--- config.mk ---
export PLATFORM = sky130hd
export DESIGN_NAME = pc_sequencer
export DESIGN_NICKNAME = d
export VERILOG_FILES = /design/src/rtl/pc_sequencer_pkg.sv /design/src/rtl/pc_sequencer_target_mux.sv /design/src/rtl/pc_sequencer.sv
export SDC_FILE = /design/constraint.sdc
export NUM_CORES = 1
export LEC_CHECK = 0
export BUFFER_PORTS_ARGS = -buffer_cell sky130_fd_sc_hd__buf_2
export CELL_PAD_IN_SITES_DETAIL_PLACEMENT = 1
export CELL_PAD_IN_SITES_GLOBAL_PLACEMENT = 2
export CORE_MARGIN = 2
export CORE_UTILIZATION = 24
export DETAILED_ROUTE_END_ITERATION = 8
export GPL_ROUTABILITY_DRIVEN = 0
export PLACE_DENSITY = 0.83
export SLEW_MARGIN = 10
export SYNTH_ARGS = -nofsm -noshare
export SYNTH_HDL_FRONTEND = slang
export SYNTH_HIERARCHICAL = 1
export SYNTH_SLANG_ARGS = --single-unit
--- constraint.sdc ---
create_clock -name Clk -period 11.4 [get_ports Clk]
set_clock_uncertainty 0.15 [all_clocks]
set_input_delay 2.85 -clock Clk [delete_from_list [all_inputs] [get_ports Clk]]
set_output_delay 2.85 -clock Clk [all_outputs]
set_load 0.005 [all_outputs]
--- src/rtl/pc_sequencer_pkg.sv ---
// Shared definitions for the PC next-address controller: state encoding, vectors, PC step.
// No logic, no latency, no backpressure.
package pc_sequencer_pkg;

  typedef enum logic [1:0] {
    RUN    = 2'd0,
    FLUSH  = 2'd1,
    HALTED = 2'd2
  } seq_state_t;

  localparam logic [31:0] RESET_VECTOR_DEF = 32'h0000_0000;
  localparam logic [31:0] EXC_VECTOR_DEF   = 32'h0000_0080;
  localparam logic [31:0] PC_STEP          = 32'd4;

  function automatic logic [15:0] sat_inc16(input logic [15:0] v);
    return (v == 16'hFFFF) ? v : v + 16'd1;
  endfunction

endpackage

--- src/rtl/pc_sequencer_target_mux.sv ---
// Selects the redirect target by priority (JR > J > branch) and flags misaligned targets.
// Purely combinational, zero latency; no backpressure.
// Stateless; the caller decides whether a redirect is honoured in the current state.
module pc_target_mux
  import pc_sequencer_pkg::*;
(
  input  logic [31:0] pc_plus4,
  input  logic        jump_reg,
  input  logic [31:0] reg_target,
  input  logic        jump,
  input  logic [25:0] jump_index,
  input  logic        branch_taken,
  input  logic [31:0] branch_target,
  output logic        redirect,
  output logic [31:0] target,
  output logic        misaligned
);

  always_comb begin
    redirect = jump_reg | jump | branch_taken;
    target   = branch_target;
    if (jump_reg) begin
      target = reg_target;
    end else if (jump) begin
      target = {pc_plus4[31:28], jump_index, 2'b00};
    end
    misaligned = redirect && (target[1:0] != 2'b00);
  end

endmodule

--- src/rtl/pc_sequencer.sv ---
// Next-PC controller: sequential/branch/jump/JR/hold selection, post-redirect IF flush, misalign trap, halt.
// Address and PCPlus4 are zero-latency; flags, EPC and count update on the next Clk edge.
// No backpressure: Stall holds the PC; redirects are always accepted in RUN and dropped otherwise.
module pc_sequencer
  import pc_sequencer_pkg::*;
#(
  parameter logic [31:0] RESET_VECTOR = RESET_VECTOR_DEF,
  parameter logic [31:0] EXC_VECTOR   = EXC_VECTOR_DEF,
  parameter int          FLUSH_CYCLES = 1
) (
  input  logic        Clk,
  input  logic        Reset,
  input  logic [31:0] PCResult,
  input  logic        Stall,
  input  logic        BranchTaken,
  input  logic [31:0] BranchTarget,
  input  logic        Jump,
  input  logic [25:0] JumpIndex,
  input  logic        JumpReg,
  input  logic [31:0] RegTarget,
  input  logic        Halt,
  output logic [31:0] Address,
  output logic [31:0] PCPlus4,
  output logic        IFFlush,
  output logic        Exception,
  output logic [31:0] EPC,
  output logic        Halted,
  output logic [15:0] RedirectCount
);

  localparam logic [1:0] FLUSH_LOAD = 2'(FLUSH_CYCLES - 1);

  seq_state_t  cur_state;
  logic [1:0]  flush_cnt;
  logic [15:0] redirect_cnt;
  logic        redirect;
  logic        misaligned;
  logic [31:0] target;

  assign PCPlus4       = PCResult + PC_STEP;
  assign RedirectCount = redirect_cnt;

  pc_target_mux u_target_mux (
    .pc_plus4      (PCPlus4),
    .jump_reg      (JumpReg),
    .reg_target    (RegTarget),
    .jump          (Jump),
    .jump_index    (JumpIndex),
    .branch_taken  (BranchTaken),
    .branch_target (BranchTarget),
    .redirect      (redirect),
    .target        (target),
    .misaligned    (misaligned)
  );

  always_comb begin
    Address = PCPlus4;
    if (Reset) begin
      Address = RESET_VECTOR;
    end else begin
      case (cur_state)
        RUN: begin
          if (redirect)   Address = misaligned ? EXC_VECTOR : target;
          else if (Halt)  Address = PCResult;
          else if (Stall) Address = PCResult;
          else            Address = PCPlus4;
        end
        FLUSH:   Address = PCPlus4;
        HALTED:  Address = PCResult;
        default: Address = PCPlus4;
      endcase
    end
  end

  always_ff @(posedge Clk) begin
    if (Reset) begin
      cur_state    <= RUN;
      flush_cnt    <= 2'd0;
      IFFlush      <= 1'b0;
      Exception    <= 1'b0;
      EPC          <= 32'h0;
      Halted       <= 1'b0;
      redirect_cnt <= 16'h0;
    end else begin
      Exception <= 1'b0;
      case (cur_state)
        RUN: begin
          if (redirect) begin
            cur_state    <= FLUSH;
            IFFlush      <= 1'b1;
            flush_cnt    <= FLUSH_LOAD;
            redirect_cnt <= sat_inc16(redirect_cnt);
            if (misaligned) begin
              EPC       <= PCResult;
              Exception <= 1'b1;
            end
          end else if (Halt) begin
            cur_state <= HALTED;
            Halted    <= 1'b1;
          end
        end
        // Wrong-path instructions are being squashed here, so their control inputs are ignored.
        FLUSH: begin
          if (flush_cnt == 2'd0) begin
            cur_state <= RUN;
            IFFlush   <= 1'b0;
          end else begin
            flush_cnt <= flush_cnt - 2'd1;
          end
        end
        HALTED: Halted <= 1'b1;
        default: cur_state <= RUN;
      endcase
    end
  end

endmodule

==> reports/qor_table.md <==
| Group | Item | Value |
|---|---|---|
| outcome | Result of the run | complete, no violations |
| worst setup path | Cell class contributing the biggest share of worst-path delay | simple AND/OR/NAND/NOR gates |
| floorplan | Die footprint | 0.0188 mm^2 |
| cells and area | Number of nets at the end of the flow | 933 |
| pwr | Maximum VDD drop | 63.9 uV |
| worst setup path | Source of the critical timing path | Jump |
| floorplan | Number of placement rows | 48 |
| sta | Max-slew violation count | 0 |
| place | Port Buf Inserts | 243 |
| global route | Vias in the first global route | 4992 |
| floorplan | Total core area | 0.0173 mm^2 |
| clocking | CTS clock-pin slew for the worst setup and hold paths | 70 ps |
| route | Number of remaining DRC errors | 0 |
| route | Iteration-0 DRC Markers | 178 |
| pwr | Leakage | 2.68 nW |
| sta | Total Neg Setup Slack | 0 ps |
| worst setup path | Arrival time at the worst endpoint | 5740 ps |
| route | Routed via count | 5071 |
| yosys | Number of unique standard cell types used by synthesis | 57 |
| route | Detailed-router iteration count before antenna repair | 4 |
| floorplan | I/O pins | 244 |
| yosys | Synth top area share | 25.9% |
| sta | Maximum clock frequency | 114 MHz |
| clocking | Post-cts repair resize count | 0 |
| worst setup path | Maximum fanout along the worst path | 32 |
| yosys | Total standard cell area after synthesis | 0.00425 mm^2 |
| min path | Worst min path class | flip-flop to flip-flop |
| flow run | Total of max-cap violations | 0 |
| yosys | Mean area per synthesized cell | 7.26 um^2 |
| cells and area | Ant. Diodes | 0 |
| sta | Final cycle utilization of the critical path | 76.7% |
| yosys | Flip-flop and latch count after synthesis | 55 |
| yosys | Dominant register cell in the synthesized netlist | sky130_fd_sc_hd__dfxtp_1 |
| yosys | Syn. warnings | 6 |
| clocking | Root cell of the clock tree | sky130_fd_sc_hd__clkbuf_16 |
| sta | Min Clock Period, post-route | 8740 ps |
| route | Detailed-route vias per instance | 4.94 |
| floorplan | Die width | 137 um |
| worst setup path | Ordered list of cells on the worst path | buf_2 > nor2_1 > nand2_1 > or3b_1 > nor2_1 > buf_4 > a22oi_1 > o2bb2ai_1 > buf_2 |
| worst setup path | Number of buffer and inverter instances along the worst setup path | 3 |
| worst setup path | Slowest Stage Delay on Critical Path | 700 ps |
| worst setup path | Sort of element at the start of the critical path | input port |
| global route | First-pass GRT wire length | 28100 um |
| clocking | Clock insertion delay at the later pin of the skew report | 290 ps |
| floorplan | Effective utilization at floorplan | 24.6% |
| worst setup path | Slowest stage cell, crit path | sky130_fd_sc_hd__buf_2 |
| worst setup path | Reg-to-Reg Start | cur_state[0]$_SDFFE_PP0P_ |
| yosys | FFs w/ async S/R, synth | 0% |
| cells and area | Count of filler cells inserted in the layout | 2250 |
| cells and area | Synth-to-layout area growth | 34.8% |
| yosys | Number of nets produced by synthesis | 718 |
| yosys | Cells after synthesis | 586 |
| clocking | CTS buffer count | 5 |
| worst setup path | Crit Path Category | input port to output port |
| global route | Pin count of the biggest net entering global routing | 70 |
| route | DRT Wirelength | 19100 um |
| clocking | Clock net sink count | 55 |
| pwr | Power density relative to cell area | 96.0 mW/mm^2 |
| worst setup path | Required time worst endpoint | 8400 ps |
| sta | Max transition margin | 38.0% |
| clocking | Clock tree from TritonCTS | done |
| sta | Hold Fails Final Rpt | 0 |
| cells and area | Share of cells above drive strength 1 | 33.5% |
| clocking | Post-CTS Setup Bufs | 0 |
| sta | Slew at the pin closest to its max-slew limit | 929 ps |
| worst setup path | Endpoint class of the critical path | output port |
| yosys | Post-synthesis cell type with the largest combined area | sky130_fd_sc_hd__dfxtp_1 |
| global route | Initial antenna violation count | 0 |
| global route | Global-route usage over all layers | 19.5% |
| clocking | Hold-fix buffers at CTS | 0 |
| yosys | Number of enable-type register cells in the synthesized netlist | 0 |
| yosys | Synth area leaders | sky130_fd_sc_hd__dfxtp_1, sky130_fd_sc_hd__nand2_1, sky130_fd_sc_hd__mux2i_1 |
| floorplan | DIE HEIGHT | 137 um |
| sta | Final setup fails | 0 |
| clocking | Deepest clock path buffer count | 2 |
| place | Final HPWL from detailed placement | 15200 um |
| yosys | Fraction of the yosys area taken by sequential cells | 25.9% |
| global route | Total congestion overflow | 0 |
| min path | Hold path startpoint | EPC[29]$_SDFFE_PP0P_ |
| cells and area | Post-layout utilization of the core | 33.1% |
| sta | Unrepaired setup endpoints after global routing | no |
| route | Final routed wire length divided by cell count | 18.6 um |
| route | Routed Antenna Nets | 0 |
| clocking | H-Tree Depth | 2 |
worst paths after layout:
| check | to | slack [ps] | cells past startpoint |
|---|---|---|---|
| worst max register to register | RedirectCount[11]$_SDFFE_PP0P_ | 9140 | 5 |
| worst min-delay path | EPC[29]$_SDFFE_PP0P_ | 300 | 2 |
| worst min register to register | EPC[29]$_SDFFE_PP0P_ | 300 | 2 |
| worst max-delay path | Address[12] | 2660 | 9 |
sequential cells by signal (all words and copies together) (netlist names):
signal / count
IFFlush: 1
EPC: 32
flush_cnt: 2
RedirectCount: 16
Halted: 1
Exception: 1
cur_state: 2
placed cells by master (no fill, tap or decap), types with 5 or more instances in the layout:
cell,count
sky130_fd_sc_hd__buf_2,243
sky130_fd_sc_hd__nand2_1,114
sky130_fd_sc_hd__dfxtp_1,55
sky130_fd_sc_hd__nor2_1,48
sky130_fd_sc_hd__a21oi_1,43
sky130_fd_sc_hd__o21ai_0,38
sky130_fd_sc_hd__mux2i_1,31
sky130_fd_sc_hd__xnor2_1,30
sky130_fd_sc_hd__nand3_1,22
sky130_fd_sc_hd__a22oi_1,20
sky130_fd_sc_hd__o2bb2ai_1,15
sky130_fd_sc_hd__nand4_1,14
sky130_fd_sc_hd__inv_1,13
sky130_fd_sc_hd__xor2_1,11
sky130_fd_sc_hd__nor3_1,10
sky130_fd_sc_hd__nor4_1,7
sky130_fd_sc_hd__a21o_1,7
sky130_fd_sc_hd__buf_4,7
sky130_fd_sc_hd__and3_1,6
sky130_fd_sc_hd__or3_1,5
sky130_fd_sc_hd__clkbuf_16,5
synthesized netlist by cell type, types with 4 or more instances:
cell	number
sky130_fd_sc_hd__nand2_1	114
sky130_fd_sc_hd__dfxtp_1	55
sky130_fd_sc_hd__nor2_1	48
sky130_fd_sc_hd__a21oi_1	43
sky130_fd_sc_hd__o21ai_0	38
sky130_fd_sc_hd__mux2i_1	31
sky130_fd_sc_hd__xnor2_1	30
sky130_fd_sc_hd__clkbuf_1	23
sky130_fd_sc_hd__nand3_1	22
sky130_fd_sc_hd__a22oi_1	20
sky130_fd_sc_hd__o2bb2ai_1	15
sky130_fd_sc_hd__nand4_1	14
sky130_fd_sc_hd__inv_1	13
sky130_fd_sc_hd__xor2_1	11
sky130_fd_sc_hd__nor3_1	10
sky130_fd_sc_hd__buf_2	8
sky130_fd_sc_hd__a21o_1	7
sky130_fd_sc_hd__nor4_1	7
sky130_fd_sc_hd__and3_1	6
sky130_fd_sc_hd__or3_1	5
sky130_fd_sc_hd__a221o_1	4
sky130_fd_sc_hd__a31oi_1	4
sky130_fd_sc_hd__or2_2	4
where the power goes:
group / switching, W / total [W] / internal [W]
logic: 0.0000964 / 0.000167 / 0.0000705
clock network: 0.0000695 / 0.000172 / 0.000103
registers: 0.00000853 / 0.000211 / 0.000202
total: 0.000174 / 0.000550 / 0.000375
layer usage:
layer  vias to the layer above  share of wire, %  track usage, %  wire (um)
met2                       145                48            32.0       9090
met1                      2401                44            25.8       8330
met5                         -                 0               0          0
li1                       2496                 -               -          -
met3                        29               6.1            3.11       1160
met4                         0               2.8            6.59        532
final cells by class:
class	instances	area, um^2	area share (%)
clock inverter	1	30.0	0.524
timing repair buffer	250	1270	22.1
multi-input combinational	476	2870	50.1
tap	225	282	4.91
inverter	13	48.8	0.852
sequential	55	1100	19.2
clock buffer	6	129	2.25
cell families after synthesis:
family / synth area share [%]
DFF: 25.9
AOI/OAI and AO/OA: 22.2
buffers and inverters: 6.59
xor gates and xnor gates: 8.45
and+or+nand+nor: 28.3
muxes: 7.65
adders and majority gates: 0.883
stage by stage:
step                hold slack [ps]  worst slack [ps]  area [um^2]  power, W  instances
finish                          304              2660         5730  0.000550       1026
global route                    330              2360         5730  0.000584       1026
global placement                290              2710         5570  0.000383       1019
detailed placement              298              2630         5570  0.000385       1019
CTS                             307              2630         5730  0.000561       1026
floorplan                       303              3660         4250  0.000301        586
worst reg2reg max path, delay by kind of cell (launching register included):
family	cells	cell delay [ps]
and+or+nand+nor	4	1200
DFF	1	490
muxes	1	310
Note: power is estimated with default switching activity, not from simulation.
